`src/rtl/pong_pkg.sv`:
```
// pong_pkg: shared geometry, colours and game-state encoding for the pong pixel generator.
package pong_pkg;
    localparam logic [9:0] H_VIS       = 10'd640;
    localparam logic [9:0] V_VIS       = 10'd480;
    localparam logic [9:0] REFR_Y      = V_VIS + 10'd1;
    localparam logic [9:0] WALL_X_L    = 10'd32;
    localparam logic [9:0] WALL_X_R    = 10'd35;
    localparam logic [9:0] PAD_X_L     = 10'd600;
    localparam logic [9:0] PAD_X_R     = 10'd603;
    localparam logic [9:0] PAD_H       = 10'd72;
    localparam logic [9:0] PAD_LAST    = PAD_H - 10'd1;
    localparam logic [9:0] PAD_V       = 10'd4;
    localparam logic [9:0] BALL_SIZE   = 10'd8;
    localparam logic [9:0] BALL_LAST   = BALL_SIZE - 10'd1;
    localparam logic [9:0] BALL_V      = 10'd2;
    localparam logic [9:0] PAD_Y_INIT  = 10'd204;
    localparam logic [9:0] BALL_X_INIT = 10'd316;
    localparam logic [9:0] BALL_Y_INIT = 10'd236;
    localparam int         MISS_FRAMES = 60;
    localparam logic [11:0] COL_BG    = 12'hFFF;
    localparam logic [11:0] COL_WALL  = 12'h00F;
    localparam logic [11:0] COL_PAD   = 12'h0F0;
    localparam logic [11:0] COL_BALL  = 12'hF00;
    localparam logic [11:0] COL_BLANK = 12'h000;
    typedef enum logic [1:0] {IDLE = 2'd0, PLAY = 2'd1, MISS = 2'd2} state_t;
    function automatic logic in_range(input logic [9:0] v, input logic [9:0] lo, input logic [9:0] hi);
        return v >= lo && v <= hi;
    endfunction
endpackage

```
`src/rtl/pong_ball.sv`:
```
// pong_ball: ball position, velocity and wall/paddle/miss collision detection, stepped once per frame.
module pong_ball
    import pong_pkg::*;
(
    input  logic       clk,
    input  logic       reset,
    input  logic       refr_tick_i,
    input  state_t     state_i,
    input  logic [9:0] pad_y_i,
    output logic [9:0] ball_x_o,
    output logic [9:0] ball_y_o,
    output logic       hit_o,
    output logic       miss_o
);
    localparam logic [9:0] V_POS = BALL_V;
    localparam logic [9:0] V_NEG = -BALL_V;
    logic [9:0] x_q, y_q, dx_q, dy_q, dx_d, dy_d, x_r, y_b;
    assign x_r = x_q + BALL_LAST;
    assign y_b = y_q + BALL_LAST;
    always_comb begin
        miss_o = x_r >= H_VIS - 10'd1;
        hit_o  = !miss_o && in_range(x_r, PAD_X_L, PAD_X_R) && y_b >= pad_y_i && y_q <= pad_y_i + PAD_LAST;
        dx_d   = x_q <= WALL_X_R ? V_POS : hit_o ? V_NEG : dx_q;
        dy_d   = y_q <= BALL_V ? V_POS : y_b >= V_VIS - 10'd1 - BALL_V ? V_NEG : dy_q;
    end
    // Position moves with the velocity held before this frame's bounce decisions.
    always_ff @(posedge clk) begin
        if (!reset || (refr_tick_i && state_i == IDLE)) begin
            x_q  <= BALL_X_INIT;
            y_q  <= BALL_Y_INIT;
            dx_q <= V_NEG;
            dy_q <= V_POS;
        end else if (refr_tick_i && state_i == PLAY) begin
            x_q  <= x_q + dx_q;
            y_q  <= y_q + dy_q;
            dx_q <= dx_d;
            dy_q <= dy_d;
        end
    end
    assign ball_x_o = x_q;
    assign ball_y_o = y_q;
endmodule

```
`src/rtl/pong_graph.sv`:
```
// pong_graph: pong object rendering, paddle control, game FSM and hit counter downstream of vga_sync.
module pong_graph
    import pong_pkg::*;
(
    input  logic        clk,
    input  logic        reset,
    input  logic        p_tick,
    input  logic        video_on,
    input  logic [9:0]  pixel_x,
    input  logic [9:0]  pixel_y,
    input  logic [1:0]  btn,
    input  logic        start,
    output logic [11:0] rgb,
    output logic [7:0]  hit_cnt,
    output logic        miss
);
    localparam int MW = $clog2(MISS_FRAMES);
    localparam logic [MW-1:0] MCNT_LAST = MW'(MISS_FRAMES - 1);
    state_t          state_q;
    logic [9:0]      pad_q, ball_x, ball_y;
    logic [MW-1:0]   mcnt_q;
    logic [7:0]      hit_q;
    logic            miss_q, refr_tick, ball_hit, ball_miss, wall_on, pad_on, ball_on;
    logic [11:0]     rgb_q, col_d;
    assign refr_tick = p_tick && pixel_x == 10'd0 && pixel_y == REFR_Y;
    pong_ball u_ball (
        .clk        (clk),
        .reset      (reset),
        .refr_tick_i(refr_tick),
        .state_i    (state_q),
        .pad_y_i    (pad_q),
        .ball_x_o   (ball_x),
        .ball_y_o   (ball_y),
        .hit_o      (ball_hit),
        .miss_o     (ball_miss)
    );
    always_ff @(posedge clk) begin
        if (!reset)
            pad_q <= PAD_Y_INIT;
        else if (refr_tick && btn == 2'b10 && pad_q + PAD_LAST < V_VIS - 10'd1 - PAD_V)
            pad_q <= pad_q + PAD_V;
        else if (refr_tick && btn == 2'b01 && pad_q > PAD_V)
            pad_q <= pad_q - PAD_V;
    end
    always_ff @(posedge clk) begin
        if (!reset) begin
            state_q <= IDLE;
            hit_q   <= '0;
            miss_q  <= 1'b0;
            mcnt_q  <= '0;
        end else begin
            miss_q <= refr_tick && state_q == PLAY && ball_miss;
            if (refr_tick)
                case (state_q)
                    IDLE: if (start) begin
                        state_q <= PLAY;
                        hit_q   <= '0;
                    end
                    PLAY: if (ball_miss) begin
                        state_q <= MISS;
                        mcnt_q  <= '0;
                    end else if (ball_hit && hit_q != 8'hFF)
                        hit_q <= hit_q + 1'b1;
                    MISS: if (mcnt_q == MCNT_LAST) state_q <= IDLE;
                          else mcnt_q <= mcnt_q + 1'b1;
                    default: state_q <= IDLE;
                endcase
        end
    end
    always_comb begin
        wall_on = in_range(pixel_x, WALL_X_L, WALL_X_R);
        pad_on  = in_range(pixel_x, PAD_X_L, PAD_X_R) && in_range(pixel_y, pad_q, pad_q + PAD_LAST);
        ball_on = state_q == PLAY && in_range(pixel_x, ball_x, ball_x + BALL_LAST)
                  && in_range(pixel_y, ball_y, ball_y + BALL_LAST);
        col_d   = !video_on ? COL_BLANK : wall_on ? COL_WALL : pad_on ? COL_PAD : ball_on ? COL_BALL : COL_BG;
    end
    always_ff @(posedge clk) begin
        if (!reset)
            rgb_q <= COL_BLANK;
        else if (p_tick)
            rgb_q <= col_d;
    end
    assign rgb     = rgb_q;
    assign hit_cnt = hit_q;
    assign miss    = miss_q;
endmodule
```
`config.mk`:
```
export PLATFORM = sky130hd
export DESIGN_NAME = pong_graph
export DESIGN_NICKNAME = d
export VERILOG_FILES = /design/src/rtl/pong_pkg.sv /design/src/rtl/pong_ball.sv /design/src/rtl/pong_graph.sv
export SDC_FILE = /design/constraint.sdc
export NUM_CORES = 1
export LEC_CHECK = 0
export CAP_MARGIN = 20
export CORE_UTILIZATION = 50
export CTS_CLUSTER_DIAMETER = 80
export CTS_CLUSTER_SIZE = 40
export DETAILED_ROUTE_END_ITERATION = 16
export PLACE_DENSITY = 0.7
export SLEW_MARGIN = 20
export SYNTH_ARGS = -nofsm -noshare
export SYNTH_HDL_FRONTEND = slang
export SYNTH_SLANG_ARGS = --single-unit
```
`constraint.sdc`:
```
create_clock -name clk -period 10.57 [get_ports clk]
set_clock_uncertainty 0.15 [all_clocks]
set_input_delay 3.171 -clock clk [delete_from_list [all_inputs] [get_ports clk]]
set_output_delay 3.171 -clock clk [all_outputs]
set_load 0.01 [all_outputs]
```
**Word-level counts from Yosys, hierarchy flattened**

Cells that the tools add are included.

- Register bits: 79
- Input port bits: 27
- Output and inout bits: 21
- Word-level logic and storage cells: 110

- Add/sub/neg operators: 9
- $lt $le $gt $ge: 20
- Eq/ne operators: 13
- Mux-type cells: 21
- Reductions and logical operators: 37

Operators with widths:

| cell | number |
|---|---|
| $mux W10 | 6 |
| $ge A10 B10 Y1 | 4 |
| $le A10 B10 Y1 | 4 |
| $mux W12 | 3 |
| $mux W8 | 4 |
| $add A10 B3 Y10 const B | 3 |
| $ge A10 B10 Y1 const B | 3 |
| $logic_and A1 B1 Y1 | 22 |
| $add A10 B10 Y10 | 2 |
| $le A10 B10 Y1 const B | 2 |
| $le A10 B6 Y1 const B | 2 |
| $pmux W8 S2 | 1 |
| $mux W6 | 2 |
| $pmux W6 S2 | 1 |
| $add A10 B7 Y10 const B | 1 |
| $eq A10 B9 Y1 const B | 1 |
| $ge A10 B6 Y1 const B | 1 |
| $ge A10 B9 Y1 const B | 1 |
| $gt A10 B3 Y1 const B | 1 |
| $le A10 B2 Y1 const B | 1 |
| $logic_not A10 Y1 | 1 |
| $lt A10 B9 Y1 const B | 1 |
| $ne A2 B2 Y1 const B | 5 |
| $reduce_bool A2 Y1 | 5 |
| 16 further kinds | 23 |

**Longest topological paths before layout**

Gate-level depths: netlist of the first run.

- Depth in word-level cells: 10
- Mapped depth: 15
- Depth with buffers taken out: 14

**Hierarchy**

Synthesis of the first run repeated with hierarchy kept, for this count alone.

- Cells, all modules: 728
- Area, all modules: 5739.3 µm²

Modules (own cells, without submodules):

| module | instances | cells an instance | area each (µm²) | sequential area each (µm²) |
|---|---|---|---|---|
| pong_graph | 1 | 432 | 3440.8 | 560.5 |
| pong_ball | 1 | 296 | 2298.5 | 400.4 |

**Worst setup path after synthesis of the first run**

OpenSTA, ideal clock, no wires.

- Kind: input -> register
- From: in pixel_x[6]
- To: reg hit_q[5] (netlist: hit_cnt[5])
- Setup time: 0.058 ns
- Data arrival time: 5.359 ns
- Slack: 5.003 ns
- Stages on the path: 7
- Cell sequence: or4_4 > or4_1 > buf_2 > or4b_1 > buf_2 > nor4_2 > o22a_1

- Longest elaborated chain between the ends: 4

Ends and longest elaborated chain:

| what | RTL line | RTL |
|---|---|---|
| from (decl) | pong_graph.sv:9 | `input logic [9:0] pixel_x,` |
| $logic_not A10 Y1 | pong_graph.sv:25 | `assign refr_tick = p_tick && pixel_x == 10'd0 && pixel_y == REFR_Y;` |
| $logic_and A1 B1 Y1 (2 in a row) | pong_graph.sv:25 |  |
| $reduce_and A5 Y1 (no source line) | -- |  |
| to (signal assigned) | pong_graph.sv:63 | `hit_q <= hit_q + 1'b1;` |
| to (decl) | pong_graph.sv:22 | `logic [7:0] hit_q;` |

No other way between the ends.
A chain may end at the register's enable or synchronous reset.

**Worst setup path in the final report of the first run**

- From: in pixel_x[8]
- To: reg u_ball.y_q[9] (netlist: u_ball.ball_y_o[9])

- Longest elaborated chain between the ends: 5
- Elaborated cells on any way between the ends: 6

Ends and longest elaborated chain:

| what | RTL line | RTL |
|---|---|---|
| $logic_not A10 Y1 (*) | pong_graph.sv:25 |  |
| $logic_and A1 B1 Y1 (*) (2 in a row) | pong_graph.sv:25 |  |
| $logic_and A1 B1 Y1 | pong_ball.sv:28 | `if (!reset \|\| (refr_tick_i && state_i == IDLE)) begin` |
| $logic_or A1 B1 Y1 | pong_ball.sv:28 |  |
| to (signal assigned) | pong_ball.sv:35 | `y_q <= y_q + dy_q;` |
| to (decl) | pong_ball.sv:17 | `logic [9:0] x_q, y_q, dx_q, dy_q, dx_d, dy_d, x_r, y_b;` |

Mark *: on every way between the ends. The rest lies on a longest branch, timed or not.

==> results of run 1 <==
[state kept, by name, summed over array words and instances (netlist names), 2 cells and up]
name and count:
state_q 2, mcnt_q 6, u_ball.ball_y_o 9, rgb 3, u_ball.ball_x_o 9, pad_q 8, hit_cnt 8
[critical path, delay by kind of cell]
family,cells,cell delay [ps]
and+or+nand+nor,4,2210
buffers and inverters,1,540
AOI/OAI and AO/OA,2,440
[power by group through the flow]
| stage | sequential, mW | clock [mW] | combinational [mW] |
|---|---|---|---|
| after global placement | 0.187 | 0 | 0.0517 |
| after CTS | 0.183 | 0.171 | 0.0535 |
| after global routing | 0.183 | 0.178 | 0.0596 |
| after detailed placement | 0.187 | 0 | 0.0532 |
| after floorplan | 0.187 | 0 | 0.0279 |
| final | 0.183 | 0.168 | 0.0535 |
[synth_stat cells, types with 2 or more instances]
library cell,n,area (µm²)
a2111oi_0,2,17.5
a211o_1,2,17.5
a211oi_1,6,45.0
a21o_1,13,97.6
a21oi_1,36,180
a31oi_1,4,25.0
a32oi_1,3,26.3
a41oi_1,2,17.5
and2_1,2,12.5
and3_1,9,56.3
and4_1,3,26.3
buf_2,4,20.0
buf_4,9,67.6
clkbuf_1,14,52.6
dfxtp_1,48,961
fa_1,2,40.0
ha_1,86,1080
inv_1,54,203
nand2_1,51,191
nand2b_1,10,62.6
nand3_1,23,115
nand3b_1,2,15.0
nand4_1,11,68.8
nor2_1,44,165
nor2b_1,6,37.5
nor3_1,25,125
nor4_1,11,68.8
nor4b_1,2,17.5
o211ai_1,13,97.6
o21a_1,5,37.5
o21ai_0,26,130
o22a_1,6,52.6
o22ai_1,2,12.5
o31ai_1,8,60.1
or2_2,2,12.5
or3_1,6,37.5
or4_1,3,22.5
or4b_1,2,20.0
xnor2_1,38,333
xor2_1,9,78.8
[worst paths after layout]
path,cells after the start,slack (ps),to,from
max,7,4220,u_ball.ball_y_o[9]$_SDFFE_PP0P_,pixel_x[8]
min,2,350,mcnt_q[1]$_SDFFE_PN0P_,mcnt_q[1]$_SDFFE_PN0P_
max reg2reg,13,6110,hit_cnt[5]$_SDFFE_PN0P_,pad_q[2]$_SDFFE_PN1P_
min reg2reg,2,350,mcnt_q[1]$_SDFFE_PN0P_,mcnt_q[1]$_SDFFE_PN0P_
[cell usage in the layout, fill, tap and decap left out, drive strengths merged, types with 3 or more instances in the layout]
cell / Yosys / routed
a32oi: 3 / 3
nor3: 25 / 25
nor2b: 6 / 6
and4: 3 / 3
nor2: 44 / 44
a31oi: 4 / 4
clkbuf: 14 / 5
xor2: 9 / 9
a211oi: 6 / 6
nand3b: 3 / 3
inv: 54 / 55
nand3: 23 / 23
dfxtp: 48 / 48
o21a: 5 / 5
clkdlybuf4s50: 0 / 47
a21oi: 36 / 36
a21o: 13 / 13
nand2b: 10 / 10
ha: 86 / 86
o21ai: 26 / 26
o31ai: 8 / 8
xnor2: 38 / 38
and3: 9 / 9
o22a: 6 / 6
nand2: 51 / 51
or3: 6 / 6
nor4: 12 / 12
or4: 4 / 4
o211ai: 14 / 14
nand4: 11 / 11
[metrics by stage]
step                instances  instance area, µm²  hold slack, ps
floorplan                 624                4910             311
global placement          773                5400             326
detailed placement        773                5410             334
CTS                       781                5550             349
global route              781                5550             387
finish                    781                5550             347
[layer usage]
metal / track usage (%) / vias to the layer above
met4: 9.59 / 0
met3: 3.47 / 27
li1: - / 2300
met5: 0 / -
met2: 42.6 / 148
met1: 35.2 / 2149
[cell type report]
type                    count  area [µm²]
fillers                   884        3820
multi-input cells         495        3610
clock inverters             3        68.8
inverters                  54         203
repair buffers             47         470
flip-flops and latches     48         961
clock buffers               5        68.8
well taps                 129         161
[cell families (layout without fill, tap and decap cells)]
kind of cell	after synthesis	after routing	synth area share [%]
and+or+nand+nor	217	217	22.6
AOI/OAI and AO/OA	142	142	19.3
adders and majority gates	88	88	22.7
buffers and inverters	81	109	6.98
xor gates and xnor gates	48	48	8.84
DFF	48	48	19.6
==> out/metrics.cfg, run 1 <==
[run_status]
status = finished, final reports clean

[grt]
antenna_found_initial = 0
grt.total_usage_pct = 26.1
grt_overflow = 0
grt_pass1_wl_mm = 21.2
grt_max_degree = 26
grt_pass1_vias = 4421

[power]
power_leakage_nw = 2.41
switchingPower_mw = 0.101
ir_drop_v = 0.0000710
switching_share_pct = 25.0
fin_total_pwr_mw = 0.404
internal_power_mw = 0.303
clkPwrFrac_pct = 41.5
seqPwrFrac_pct = 45.3
power_frac_comb_pct = 13.2
pwr_density_cell_nw_per_um2 = 72.9

[hold_path]
hold_class = reg2reg

[synth]
async_flop_share_pct = 0
synthFlopType = dfxtp_1
synth_edf_count = 0
synth-warning-count = 0
ys_ff_latch = 48
syn_avg_cell_area_um2 = 7.87
syn-cell-area_um2 = 4910
syn-num-nets = 739
syn_inst = 624
ys_types = 60
yosysSeqAreaShare_pct = 19.6

[sta]
rsz0062_at_grt = no
period_share_pct = 60.0
slew_viol_final = 0
min_period_ps = 6350
fin_ws_ps = 4220
fin_tns_setup_ps = 0
tightestPinTransition_ps = 1010
final-hold-violation-count = 0
maxClockFrequency_mhz = 158
maxSlewHeadroom_pct = 31.9
setup_viol = 0

[floorplanning]
rows = 35
start_util_pct = 52.4
die_h_um = 101
ios = 48
coreArea_um2 = 9370
die_x_um = 101
die-area_um2 = 10200

[placement]
globalplace.congestion = 0.895
pre_cts_slack_ps = 3900
hpwl_mm = 9.98
port_buffers = 47

[cts]
numCtsBuffers = 5
clk_pin_slew_ps = 100
cts_setup_buffers = 0
hold_buffers = 0
clk_path_buf_depth = 2
cts-root-buf = clkbuf_8
clock_sinks = 48
cts_max_level = 2
clock_latency_ps = 310
cts-resized-gates = 0
cts_tree = built

[setup_path]
critPathLaunchType = primary input
arrival_ps = 6370
critPathCaptureType = flop
cp_max_fo = 25
cp_common_cell = nor4_1
slowest_delay_ps = 800
critical_path_class = in2reg
cpMaxStageDelayCell = nor4_1
cp.required_ps = 10590
worstPathCellList = clkdlybuf4s50_1 > nor4_1 > nand3_1 > nor4_1 > nand2_1 > o21ai_0 > a21oi_1

[route]
routed_wl_mm = 12.7
via_count = 4624
wire_per_inst_um = 16.3
top_layer_used = met4
drt-met1-wl_mm = 5.99
wl_met3_um = 736
wl_met2_mm = 5.63
postRouteAntennaNets = 0
drc = 0
vias_per_cell = 5.92
first_pass_iters = 5
drt-initial-drc-count = 230

[layout]
final_util_pct = 59.2
antenna_cells = 0
layout.nets = 766
drive_gt1_share_pct = 2.61
layout-area-overhead-vs-synth_pct = 12.9

[run]
maxCapViolCount = 0

(Power assumes the default switching activity.)
==> inputs of run 2 (changes only) <==
- clock period: 10.57 -> 6.33 ns (I/O delays scaled with it)
==> out/metrics.cfg, run 2 (same netlist as run 1, synthesis figures left out) <==
[layout]
drive_gt1_share_pct = 3.05
final_util_pct = 59.5
final_cells = 785
n_fill_cell = 882
final_cell_mix = 86 x ha_1, 54 x inv_1, 51 x nand2_1, 48 x dfxtp_1, 47 x clkdlybuf4s50_1
layout-area-overhead-vs-synth_pct = 13.4
postLayoutCellArea_um2 = 5570
final_common_cell = ha_1
layout.nets = 770
antenna_cells = 0

[placement]
globalplace.congestion = 0.905
hpwl_mm = 9.91
place_area_um2 = 5430
pre_cts_slack_ps = 1330
port_buffers = 47
dpl.cell_count = 777

[sta]
fin_tns_setup_ps = 0
fin_ws_ps = 1650
rsz0062_at_grt = no
maxClockFrequency_mhz = 214
holdWs_ps = 364
min_period_ps = 4680
tightestPinTransition_ps = 1030
period_share_pct = 73.9
maxSlewHeadroom_pct = 31.3
setup_viol = 0
slew_viol_final = 0
final-hold-violation-count = 0

[floorplanning]
die-area_um2 = 10200
coreArea_um2 = 9370
start_util_pct = 52.4
die_h_um = 101
die_x_um = 101
ios = 48
rows = 35

[cts]
clock_latency_ps = 320
numCtsBuffers = 5
clock_sinks = 48
cts_setup_buffers = 0
clk_pin_slew_ps = 100
cts_max_level = 2
cts-root-buf = clkbuf_8
hold_buffers = 0
cts-resized-gates = 0
cts_tree = built
clk_path_buf_depth = 2

[setup_path]
critPathCaptureType = flop
critical_path_class = in2reg
worstPathCellList = clkdlybuf4s50_1 > or4_4 > or4_1 > or4b_1 > nor4_2 > o22a_1
cp_max_fo = 7
slowest_delay_ps = 700
cp.required_ps = 6450
cpMaxStageDelayCell = or4_1
arrival_ps = 4800
crit_buf_inv = 1
critPathLaunchType = primary input
crit_family = simple AND/OR/NAND/NOR gates

[route]
drc = 0
vias_per_cell = 5.85
wire_per_inst_um = 16.1
postRouteAntennaNets = 0
first_pass_iters = 4
routed_wl_mm = 12.7
via_count = 4591
drt-initial-drc-count = 232

[grt]
grt_pass1_wl_mm = 21.6
grt.total_usage_pct = 26.8
grt_max_degree = 26
grt_pass1_vias = 4471
antenna_found_initial = 0
grt_overflow = 0

[hold_path]
hold_class = reg2reg

[power]
ir_drop_v = 0.0000989
power_leakage_nw = 2.43
pwr_density_cell_nw_per_um2 = 121
fin_total_pwr_mw = 0.674

[run_status]
status = finished, final reports clean

[run]
maxCapViolCount = 0

==> run 2: path summary, 6_finish.rpt <==
kind / from / slack [ps] / endpoint / cells past startpoint
worst max-delay path: pixel_x[6] / 1650 / hit_cnt[5]$_SDFFE_PN0P_ / 6
worst min-delay path: mcnt_q[1]$_SDFFE_PN0P_ / 360 / mcnt_q[1]$_SDFFE_PN0P_ / 2
worst max register to register: pad_q[2]$_SDFFE_PN1P_ / 1800 / hit_cnt[5]$_SDFFE_PN0P_ / 13
worst min register to register: mcnt_q[1]$_SDFFE_PN0P_ / 360 / mcnt_q[1]$_SDFFE_PN0P_ / 2
==> run 2: power by group <==
part	switching, mW	internal, mW
clock network	0.119	0.159
logic	0.0458	0.0439
registers	0.00235	0.303
==> run 2: layout make-up <==
class / count / area (µm²) / share of cell area (%)
Tap cell: 129 / 161 / 2.90
Clock inverter: 3 / 68.8 / 1.24
Multi-Input combinational cell: 495 / 3610 / 64.8
Sequential cell: 48 / 961 / 17.2
Timing Repair Buffer: 51 / 500 / 8.98
Clock buffer: 5 / 68.8 / 1.24
Inverter: 54 / 203 / 3.64
==> run 2: worst min-delay path, cell delays in order (launching register included) <==
cell and delay [ps]:
dfxtp_1 350, nand3_1 70, a21oi_1 60
==> run 2: metal layers <==
layer / vias up / global-route usage [%] / routed length (µm)
met4: 0 / 10.5 / 290
li1: 2311 / - / -
met1: 2132 / 36.5 / 6140
met5: - / 0 / 0
met3: 23 / 3.19 / 613
met2: 125 / 43.1 / 5610
